**src/rtl/lc3_mmio_pkg.sv**
```systemverilog
// LC-3 memory-mapped I/O address map and small shared helpers.
// Used by the keyboard, display and machine-control blocks.
// Contents: device register addresses, register-select enum, KBSR word builder.
package lc3_mmio_pkg;

  localparam logic [15:0] MMIO_KBSR = 16'hFE00;  // keyboard status
  localparam logic [15:0] MMIO_KBDR = 16'hFE02;  // keyboard data
  localparam logic [15:0] MMIO_DSR  = 16'hFE04;  // display status
  localparam logic [15:0] MMIO_DDR  = 16'hFE06;  // display data
  localparam logic [15:0] MMIO_MCR  = 16'hFFFE;  // machine control

  typedef enum logic [1:0] {
    REG_NONE = 2'd0,
    REG_KBSR = 2'd1,
    REG_KBDR = 2'd2
  } kbd_reg_e;

  // Status word layout: bit15 = data ready, bit14 = interrupt enable.
  function automatic logic [15:0] kbsr_word(input logic ready, input logic ie);
    return {ready, ie, 14'b0};
  endfunction

endpackage

```
**src/rtl/kbd_fifo.sv**
```systemverilog
// Keystroke FIFO: flop-array circular buffer with head/tail pointers and count.
// Latency: push visible at head on the edge after acceptance; head_o is combinational.
// Backpressure: caller gates push with !full; push when full / pop when empty are dropped.
// Ports: clk, rst_n (async active-low), push_i/pop_i strobes, dat_i in, head_o, count_o.
module kbd_fifo #(
  parameter int DEPTH = 4
) (
  input  logic                   clk,
  input  logic                   rst_n,
  input  logic                   push_i,
  input  logic                   pop_i,
  input  logic [7:0]             dat_i,
  output logic [7:0]             head_o,
  output logic [$clog2(DEPTH):0] count_o
);

  localparam int AW = $clog2(DEPTH);

  logic [7:0]    mem_q [DEPTH];
  logic [AW-1:0] head_q, tail_q;
  logic [AW:0]   count_q;
  logic          push_ok, pop_ok;

  // Guard locally so count can never over/underflow regardless of the caller.
  assign push_ok = push_i && (count_q != (AW+1)'(DEPTH));
  assign pop_ok  = pop_i  && (count_q != '0);

  // Pointers are AW bits wide and DEPTH is a power of two, so they wrap naturally.
  always_ff @(posedge clk or negedge rst_n) begin
    if (!rst_n) begin
      head_q  <= '0;
      tail_q  <= '0;
      count_q <= '0;
      for (int i = 0; i < DEPTH; i++) mem_q[i] <= 8'h00;
    end else begin
      if (push_ok) begin
        mem_q[tail_q] <= dat_i;
        tail_q        <= tail_q + AW'(1);
      end
      if (pop_ok) head_q <= head_q + AW'(1);
      case ({push_ok, pop_ok})
        2'b10:   count_q <= count_q + (AW+1)'(1);
        2'b01:   count_q <= count_q - (AW+1)'(1);
        default: count_q <= count_q;
      endcase
    end
  end

  assign head_o  = mem_q[head_q];
  assign count_o = count_q;

endmodule

```
**src/rtl/lc3_kbd_input.sv**
```systemverilog
// LC-3 keyboard device: buffers host keystrokes and exposes KBSR/KBDR to the CPU.
// Latency: rd_data/hit combinational from addr; pop, IE and irq update at the access edge.
// Backpressure: in_ready = !full from the registered count; a same-cycle pop does not free space.
// Ports: clk, reset (async active-low); host side in_char/in_valid/in_ready;
//        CPU side addr, rd_en, wr_en, wr_data, rd_data, hit; irq to the interrupt controller.
module lc3_kbd_input
  import lc3_mmio_pkg::*;
#(
  parameter int          FIFO_DEPTH = 4,
  parameter logic [15:0] KBSR_ADDR  = MMIO_KBSR,
  parameter logic [15:0] KBDR_ADDR  = MMIO_KBDR
) (
  input  logic        clk,
  input  logic        reset,
  input  logic [7:0]  in_char,
  input  logic        in_valid,
  output logic        in_ready,
  input  logic [15:0] addr,
  input  logic        rd_en,
  input  logic        wr_en,
  input  logic [15:0] wr_data,
  output logic [15:0] rd_data,
  output logic        hit,
  output logic        irq
);

  localparam int CW = $clog2(FIFO_DEPTH) + 1;

  kbd_reg_e      sel;
  logic [CW-1:0] count, count_nxt;
  logic [7:0]    head_dat;
  logic          push, pop, not_empty;
  logic          ie_q, ie_d;
  logic          irq_q, irq_d;
  logic [7:0]    last_q, last_d;
  logic          unused_wr;

  kbd_fifo #(.DEPTH(FIFO_DEPTH)) u_fifo (
    .clk     (clk),
    .rst_n   (reset),
    .push_i  (push),
    .pop_i   (pop),
    .dat_i   (in_char),
    .head_o  (head_dat),
    .count_o (count)
  );

  always_comb begin
    sel = REG_NONE;
    if (addr == KBSR_ADDR)      sel = REG_KBSR;
    else if (addr == KBDR_ADDR) sel = REG_KBDR;
  end

  assign hit       = (sel != REG_NONE);
  assign not_empty = (count != '0);
  assign in_ready  = (count != CW'(FIFO_DEPTH));
  assign push      = in_valid && in_ready;
  assign pop       = rd_en && (sel == REG_KBDR) && not_empty;

  // Only IE (bit 14) is writable; the rest of the write word is discarded.
  assign unused_wr = ^{wr_data[15], wr_data[13:0]};

  always_comb begin
    ie_d   = ie_q;
    last_d = last_q;
    if (wr_en && (sel == REG_KBSR)) ie_d = wr_data[14];
    if (pop) last_d = head_dat;
    case ({push, pop})
      2'b10:   count_nxt = count + CW'(1);
      2'b01:   count_nxt = count - CW'(1);
      default: count_nxt = count;
    endcase
    // Look-ahead on count and IE so irq tracks the state being loaded this edge.
    irq_d = ie_d && (count_nxt != '0);
  end

  always_ff @(posedge clk or negedge reset) begin
    if (!reset) begin
      ie_q   <= 1'b0;
      irq_q  <= 1'b0;
      last_q <= 8'h00;
    end else begin
      ie_q   <= ie_d;
      irq_q  <= irq_d;
      last_q <= last_d;
    end
  end

  assign irq = irq_q;

  // With the FIFO empty, KBDR keeps returning the character most recently consumed.
  always_comb begin
    rd_data = 16'h0000;
    case (sel)
      REG_KBSR: rd_data = kbsr_word(not_empty, ie_q);
      REG_KBDR: rd_data = {8'h00, not_empty ? head_dat : last_q};
      default:  rd_data = 16'h0000;
    endcase
  end

endmodule

```
**config.mk**
```make
export PLATFORM = sky130hd
export DESIGN_NAME = lc3_kbd_input
export DESIGN_NICKNAME = d
export VERILOG_FILES = /design/src/rtl/lc3_mmio_pkg.sv /design/src/rtl/kbd_fifo.sv /design/src/rtl/lc3_kbd_input.sv
export SDC_FILE = /design/constraint.sdc
export NUM_CORES = 1
export LEC_CHECK = 0
export BUFFER_PORTS_ARGS = -buffer_cell sky130_fd_sc_hd__clkbuf_2
export CORE_AREA = 5 5 79 110
export CTS_CLUSTER_SIZE = 12
export DETAILED_ROUTE_END_ITERATION = 7
export DIE_AREA = 0 0 84 115
export PLACE_DENSITY = 0.65
export SLEW_MARGIN = 15
export SYNTH_ARGS = -nofsm -noshare
export SYNTH_HDL_FRONTEND = slang
export SYNTH_SLANG_ARGS = --single-unit
```
**constraint.sdc**
```tcl
create_clock -name clk -period 2.8 [get_ports clk]
set_input_delay 0.42 -clock clk [delete_from_list [all_inputs] [get_ports clk]]
set_output_delay 0.42 -clock clk [all_outputs]
set_load 0.1 [all_outputs]
```
==> flow_summary.yaml, run 1 <==
grt:
  grt_pass1_vias: 1675
  grt_pass1_wl_um: 8335
  grt_max_degree: 25
  antenna_found_initial: 0
  grt_overflow: 0
  grt.total_usage_pct: 10.88
clocking:
  clock_sink_count: 49
  cts_buffers: 5
  cts_setup_buffers: 0
  clock_latency_ns: 0.31
  cts-hold-fix-buffers: 0
  cts_max_path_buffers: 2
  cts_resized: 0
  cts_tree: "yes"
  root_buffer: "clkbuf_8"
  clk_pin_slew_ns: 0.10
  htreeDepth: 2
synth:
  synthCells: 201
  avgSynthCellArea_um2: 12.69
  synth_area_um2: 2551
  synthArstFlopShare_pct: 100.0
  synth-seq-cells: 49
  yosysTopAreaCell: "dfrtp_1"
  ys_seq_area_share_pct: 48.06
  ys.warnings.count: 0
  synth_edf_count: 0
  ys_types: 37
  synth_top_area_share_pct: 48.06
  netlist_top_cells_area: "dfrtp_1, mux2_2, mux4_2"
  synth_flop_cell: "dfrtp_1"
power:
  seqPwrFrac_pct: 45.5
  p_comb_share_pct: 37.8
  total_leakage_power_nw: 1.416
  total_power_mw: 2.520
  p_clk_share_pct: 16.7
  power_density_nw_per_um2: 803.8
  internal-power_mw: 1.654
  peakVddDrop_mv: 0.2639
  switching_share_pct: 34.38
  p_sw_mw: 0.8664
drt:
  dr.pass1.iters: 4
  via_per_inst: 4.696
  antenna_left: 0
  wire_per_inst_um: 14.25
  dr.first_iter.drc_count: 46
  drc: 0
  via_count: 1639
  routed_wl_um: 4972
sta:
  setup_tns_ns: 0
  max_freq_ghz: 0.3799
  holdWs_ns: 0.09525
  worst_pin_slew_ns: 0.5932
  period_share_pct: 94.01
  finalWorstSetupSlack_ns: 0.1677
  relSlewSlack_pct: 60.45
  slew_violations: 0
  rsz0062_at_grt: "false"
  clock_skew_ns: 0.01384
  hold_viol: 0
  period_needed_ns: 2.632
  setup_viol: 0
placed_design:
  placed_area_um2: 3044
  port_buffers: 42
  dp_slack_ns: 0.1569
  dp_hpwl_um: 3965
  dp.cells: 341
  gp_congestion: 0.8153
layout:
  diodes: 0
  layout-drive-gt1-share_pct: 47.39
  final_cells: 349
  syn2layout_area_growth_pct: 22.90
  post-route-cell-area_um2: 3136
  final_util_pct: 41.22
  nNetsFinal: 303
floorplan:
  ios: 64
  die_w_um: 84
  row_count: 38
  start_util_pct: 33.54
  die_area_um2: 9660
  core_area_um2: 7607
  die_h_um: 115
min_path:
  min_path_type: "input port to asynchronous set/reset pin"
setup_path:
  worstSetupEndpointType: "primary output"
  path_class: "input port to primary output"
  crit_path_max_fanout: 8
  crit_arrival_ns: 2.21
  worstPathRequired_ns: 2.38
  start_kind: "input port"
flow_run:
  drv_cap: 0
outcome:
  outcome: "completed"
==> worst paths after layout <==
check                                        from               end  slack, ns  cells past startpoint
worst min register to register               ie_q              ie_q       0.50                      2
worst max register to register  u_fifo.count_o[0]  u_fifo.mem_q[18]       0.74                      6
min in group clk                            wr_en              ie_q       0.37                      3
worst min-delay path                        reset  u_fifo.mem_q[23]        0.1                      1
max in group asynchronous                   reset   u_fifo.mem_q[1]       2.05                      2
worst max-delay path                      addr[5]        rd_data[6]       0.17                      6
==> registers in the layout, summed over array words and instances (netlist names) <==
name,count
u_fifo.mem_q,32
u_fifo.head_q,2
u_fifo.count_o,3
u_fifo.tail_q,2
last_q,8
irq,1
ie_q,1
==> metal layers <==
layer	part of all wire (%)	track usage [%]
met5	0	0
met4	2.4	5.472
met3	5.7	2.437
met2	53	19.07
met1	39	12.49
==> placed cells by master (no fill, tap or decap), drive strengths merged, types with 2 or more instances in the layout <==
cell type  count
a21oi          9
and2           2
buf           18
clkbuf        36
clkinv         3
conb           6
dfrtp         49
ha            10
inv           10
mux2          40
mux4           8
nand2         27
nand4b         2
nor2           3
nor3           2
o21ai          3
or4            3
xnor2          5
xor2           3
==> worst max-delay path, cell delays in order <==
cell and delay, ns:
clkbuf_2 0.08, or4_4 0.55, or4_4 0.59, buf_4 0.20
a21oi_2 0.17, buf_12 0.20
==> logic make-up (layout without fill, tap and decap cells) <==
| kind of cell | count (synthesis) | after routing | share of synthesized area (%) |
|---|---|---|---|
| mux | 49 | 49 | 26.14 |
| flops | 49 | 49 | 48.06 |
| simple gates | 45 | 45 | 9.417 |
| buf+inv | 24 | 67 | 5.345 |
| compound gates | 15 | 15 | 3.237 |
| fa+ha+maj | 10 | 10 | 4.904 |
| xor+xnor | 8 | 8 | 2.747 |
| other cells | 1 | 6 | 0.1470 |
==> synth_stat cells (3+ instances only) <==
cell type and count:
mux2_4 7, nand2_1 27, xor2_1 3, a21oi_1 9, mux2_2 32, xnor2_1 5
dfrtp_1 49, clkbuf_1 6, ha_1 10, buf_4 6, mux4_2 8, inv_1 9
==> area by class of cell <==
cell class	count	area, um2
clock inverters	3	22.52
well taps	100	125.1
clock buffers	5	68.82
repair buffers	49	415.4
inverters	10	37.54
flip-flops and latches	49	1226
fillers	714	4472
multi-input cells	133	1240
==> power by group through the flow <==
stage / Sequential (mW) / Combinational (mW) / Clock, mW
after floorplan: 1.09 / 0.810 / 0
after global placement: 1.14 / 0.942 / 0
after detailed placement: 1.16 / 0.969 / 0
after CTS: 1.15 / 0.971 / 0.437
after global routing: 1.18 / 1.05 / 0.472
final: 1.15 / 0.952 / 0.422
Note: power is estimated with default switching activity, not from simulation.
==> run 2: changes to the inputs <==
==> constraint.sdc (replaced) <==
create_clock -name clk -period 2.9 [get_ports clk]
set_input_delay 0.435 -clock clk [delete_from_list [all_inputs] [get_ports clk]]
set_output_delay 0.435 -clock clk [all_outputs]
set_load 0.1 [all_outputs]
==> run 2 against run 1 <==
Cell count is 0.57% lower. Largest power group unchanged. Sequential power fell by 4%. Sequential share of layout area barely moved. Clock skew is 0.0079 ns lower. Routed wire length up 2.1%. Register-to-register slack worse by 0.04 ns. Power grew 2.6%. Combinational power shrank 5.0%. Via count grew 0.73%.
==> flow_summary.yaml, run 2 (same netlist as run 1, synthesis figures left out) <==
outcome:
  outcome: "completed"
grt:
  antenna_found_initial: 0
  grt.total_usage_pct: 11.57
  grt_max_degree: 31
  grt_pass1_vias: 1829
  grt_pass1_wl_um: 8838
  grt_overflow: 0
clocking:
  cts_resized: 0
  htreeDepth: 2
  cts_max_path_buffers: 2
  clock_latency_ns: 0.31
  cts_setup_buffers: 0
  cts_buffers: 5
  clk_pin_slew_ns: 0.09
  root_buffer: "clkbuf_8"
  clock_sink_count: 49
  cts_tree: "yes"
  cts-hold-fix-buffers: 0
drt:
  wire_per_inst_um: 14.63
  via_per_inst: 4.758
  via_count: 1651
  antenna_left: 0
  dr.first_iter.drc_count: 52
  routed_wl_um: 5076
  drc: 0
  dr.pass1.iters: 4
layout:
  layout-drive-gt1-share_pct: 43.72
  final_util_pct: 41.23
  diodes: 0
  nNetsFinal: 301
  final_cell_mix: "dfrtp_1, mux2_2, clkbuf_2"
  n_fill_cell: 727
  final_cells: 347
  layout_commonest_cell: "dfrtp_1"
  largest_register: "u_fifo.mem_q"
  syn2layout_area_growth_pct: 22.95
  largest_reg_flops: 32
min_path:
  min_path_type: "input port to asynchronous set/reset pin"
sta:
  setup_viol: 0
  relSlewSlack_pct: 50.53
  period_needed_ns: 2.640
  max_freq_ghz: 0.3787
  clock_skew_ns: 0.005988
  worst_pin_slew_ns: 0.7420
  period_share_pct: 91.04
  hold_viol: 0
  finalWorstSetupSlack_ns: 0.2597
  rsz0062_at_grt: "false"
  holdWs_ns: 0.1811
  slew_violations: 0
floorplan:
  die_h_um: 115
  core_area_um2: 7607
  row_count: 38
  ios: 64
  die_w_um: 84
  die_area_um2: 9660
  start_util_pct: 33.54
power:
  p_comb_share_pct: 35.0
  seqPwrFrac_pct: 42.5
  switching_share_pct: 31.73
  power_density_nw_per_um2: 824.0
  p_sw_mw: 0.8202
  peakVddDrop_mv: 0.2963
  total_leakage_power_nw: 1.430
  total_power_mw: 2.585
  internal-power_mw: 1.765
  p_clk_share_pct: 22.5
setup_path:
  start_kind: "input port"
  critical_path.cell_chain: "clkbuf_2 > or4_4 > or4_4 > a21oi_1 > buf_12"
  crit_path_max_fanout: 11
  worstPathRequired_ns: 2.47
  ff2ff_setup_slack_ns: 0.70
  crit_arrival_ns: 2.21
  critPathMaxStageDelay_ns: 0.61
  cpMostUsedCell: "or4_4"
  worstSetupEndpointType: "primary output"
  path_class: "input port to primary output"
  slowest_stage: "or4_4"
placed_design:
  dp_hpwl_um: 3843
  dp_slack_ns: 0.2147
  gp_congestion: 0.7918
  port_buffers: 42
  dp.cells: 339
flow_run:
  drv_cap: 0
==> run 2: metrics by stage <==
stage	TNS [ns]	instance area, um2
6_report	0	3137
2_1_floorplan	-5.061	2572
3_5_place_dp	0	2999
4_1_cts	0	3137
3_3_place_gp	0	2999
5_1_grt	0	3137
==> run 2: path summary, 6_finish.rpt <==
path                              startpoint          endpoint  cells past startpoint
max                                  addr[5]        rd_data[4]                      5
min                                    reset  u_fifo.mem_q[14]                      1
max reg2reg                u_fifo.count_o[0]               irq                      9
min reg2reg                        last_q[0]         last_q[0]                      1
max in group asynchronous              reset   u_fifo.mem_q[3]                      2
min in group clk                  in_char[7]   u_fifo.mem_q[7]                      2
==> run 2: power groups by stage <==
stage,registers [mW],logic [mW],clock network [mW]
global route,1.14,1.01,0.629
floorplan,1.05,0.767,0
finish,1.10,0.904,0.582
global placement,1.10,0.883,0
CTS,1.10,0.921,0.596
detailed placement,1.11,0.916,0
==> run 2: cell type report <==
cell class / count / area [um2] / area share, %
clock buffers: 5 / 68.82 / 2.194
clock inverters: 3 / 68.82 / 2.194
inverters: 10 / 37.54 / 1.197
multi-input cells: 133 / 1210 / 38.57
flip-flops and latches: 49 / 1226 / 39.09
well taps: 100 / 125.1 / 3.989
repair buffers: 47 / 400.4 / 12.76
==> run 2: metal layers <==
metal / up-vias / share of wire [%] / global-route usage [%]
met2: 47 / 54 / 21.51
met4: 0 / 1.8 / 4.721
li1: 775 / - / -
met3: 6 / 5.7 / 3.154
met5: - / 0 / 0
met1: 823 / 39 / 12.33
==> run 2: critical path, delay by kind of cell <==
family / cells / cell delay, ns
buffers and inverters: 2 / 0.30
AOI/OAI and AO/OA: 1 / 0.31
and+or+nand+nor: 2 / 1.15
==> run 3: changes to the inputs <==
--- a/config.mk
+++ b/config.mk
@@ -14,4 +14,5 @@
 export SLEW_MARGIN = 15
 export SYNTH_ARGS = -nofsm -noshare
 export SYNTH_HDL_FRONTEND = slang
+export SYNTH_HIERARCHICAL = 1
 export SYNTH_SLANG_ARGS = --single-unit
==> run 3 against run 2 <==
Power shrank 6.3%. Routed wire length decreased by 6.0%. Sequential power about the same. Critical path type is now flop to primary output. Hold slack got worse by 0.12 ns. Final area decreased by 3.9%. Cell count rose by 0.29%.
==> flow_summary.yaml, run 3 <==
layout:
  largest_reg_flops: 32
  diodes: 0
  nNetsFinal: 300
  post-route-cell-area_um2: 3014
  largest_register: "u_fifo/mem_q"
  syn2layout_area_growth_pct: 16.72
  final_cell_mix: "dfrtp_1, clkbuf_2, mux2_2"
  layout_commonest_cell: "dfrtp_1"
  layout-drive-gt1-share_pct: 48.39
placed_design:
  dp_slack_ns: 0.2739
  gp_congestion: 0.7945
  dp_hpwl_um: 3651
  port_buffers: 42
  placed_area_um2: 2928
grt:
  grt_overflow: 0
  grt_pass1_vias: 1695
  grt_pass1_wl_um: 8259
  antenna_found_initial: 0
  grt_max_degree: 20
  grt.total_usage_pct: 10.55
sta:
  rsz0062_at_grt: "false"
  period_needed_ns: 2.380
  worst_pin_slew_ns: 0.5504
  holdWs_ns: 0.06210
  slew_violations: 0
  clock_skew_ns: 0.01268
  relSlewSlack_pct: 63.47
  finalWorstSetupSlack_ns: 0.5202
  period_share_pct: 82.06
  max_freq_ghz: 0.4202
  hold_viol: 0
  setup_viol: 0
power:
  peakVddDrop_mv: 0.2197
  total_leakage_power_nw: 1.406
  power_density_nw_per_um2: 803.1
min_path:
  min_path_type: "input port to asynchronous set/reset pin"
floorplan:
  die_h_um: 115
  start_util_pct: 33.95
  core_area_um2: 7607
  die_area_um2: 9660
  ios: 64
  row_count: 38
  die_w_um: 84
synth:
  synth_top_area_share_pct: 47.48
  netlist_top_cells_area: "dfrtp_1, mux2_2, mux4_2"
  yosys-top-cells-count: "dfrtp_1, mux2_2, nand2_1"
  yosysMostFrequentCell: "dfrtp_1"
  synth-seq-cells: 49
  synthCells: 196
  ys_types: 37
  ys.warnings.count: 6
  avgSynthCellArea_um2: 13.18
  synth_edf_count: 0
  synthArstFlopShare_pct: 100.0
  synth_area_um2: 2582
  yosysTopAreaCell: "dfrtp_1"
  synth_flop_cell: "dfrtp_1"
  ys_seq_area_share_pct: 47.48
setup_path:
  crit_arrival_ns: 1.94
  path_class: "flop to primary output"
  worstPathRequired_ns: 2.47
  worstSetupEndpointType: "primary output"
  crit_path_max_fanout: 10
  start_kind: "flop"
drt:
  drc: 0
  wire_per_inst_um: 13.70
  antenna_left: 0
  via_count: 1636
  dr.first_iter.drc_count: 47
  dr.pass1.iters: 3
  via_per_inst: 4.701
  routed_wl_um: 4769
clocking:
  cts_max_path_buffers: 2
  cts_setup_buffers: 0
  cts-hold-fix-buffers: 0
  clk_pin_slew_ns: 0.09
  clock_latency_ns: 0.30
  clock_sink_count: 49
  cts_resized: 0
  cts_tree: "yes"
  cts_buffers: 5
  root_buffer: "clkbuf_8"
  htreeDepth: 2
outcome:
  outcome: "completed"
flow_run:
  drv_cap: 0
==> run 3: final cells by class <==
| type | count | area (um2) |
|---|---|---|
| multi-input cells | 131 | 1276 |
| clock buffers | 6 | 72.57 |
| inverters | 12 | 45.04 |
| fillers | 756 | 4593 |
| flip-flops and latches | 49 | 1226 |
| clock inverters | 2 | 13.76 |
| well taps | 100 | 125.1 |
| repair buffers | 48 | 255.2 |
==> run 3: cells by family (layout without fill, tap and decap cells) <==
| logic type | Yosys count | after routing | synth area share, % |
|---|---|---|---|
| other | 1 | 6 | 0.1452 |
| AND/OR/NAND/NOR | 48 | 48 | 11.87 |
| multiplexers | 50 | 50 | 26.41 |
| flip-flops | 49 | 49 | 47.48 |
| AO/OA/AOI/OAI | 12 | 12 | 2.713 |
| adder cells (fa/ha/maj) | 8 | 8 | 4.457 |
| XOR/XNOR | 7 | 7 | 2.907 |
| buffers and inverters | 21 | 68 | 4.021 |
==> run 3: final timing paths <==
path	cells after the start	end	slack, ns	start
worst max register to register	10	u_fifo/count_o[2]	0.59	u_fifo/count_o[0]
worst max-delay path	5	rd_data[6]	0.52	u_fifo/head_q[0]
worst min-delay path	1	u_fifo/count_o[0]	0.06	reset
max in group asynchronous	2	u_fifo/mem_q[8]	2.22	reset
min in group clk	2	u_fifo/mem_q[21]	0.41	in_char[5]
worst min register to register	1	u_fifo/mem_q[1]	0.51	u_fifo/mem_q[1]
==> run 3: critical path, cell delays in order, from the launching register on <==
cell	delay [ns]
dfrtp_1	0.37
buf_4	0.20
mux4_2	0.37
nand2_1	0.05
a21oi_1	0.17
clkbuf_2	0.49
==> run 3: report_power, final <==
part           internal, mW  switching [mW]
Clock                 0.172           0.216
Sequential            0.951           0.169
Combinational         0.484           0.428
==> run 3: through the flow <==
stage          power, mW  cells   TNS, ns  utilization [%]
3_3_place_gp       2.022    340         0            38.49
2_1_floorplan      1.843    201  -0.09350                -
5_1_grt            2.600    348         0            39.62
4_1_cts            2.455    348         0            39.62
6_report           2.421    348         0            39.62
3_5_place_dp       2.057    340         0            38.49
==> run 3: layer usage <==
layer,global-route usage (%),wire length [um],vias up
met5,0,0,-
met4,4.185,70,0
met3,2.294,301,5
met2,19.33,2421,43
met1,11.93,1977,816
li1,-,-,772
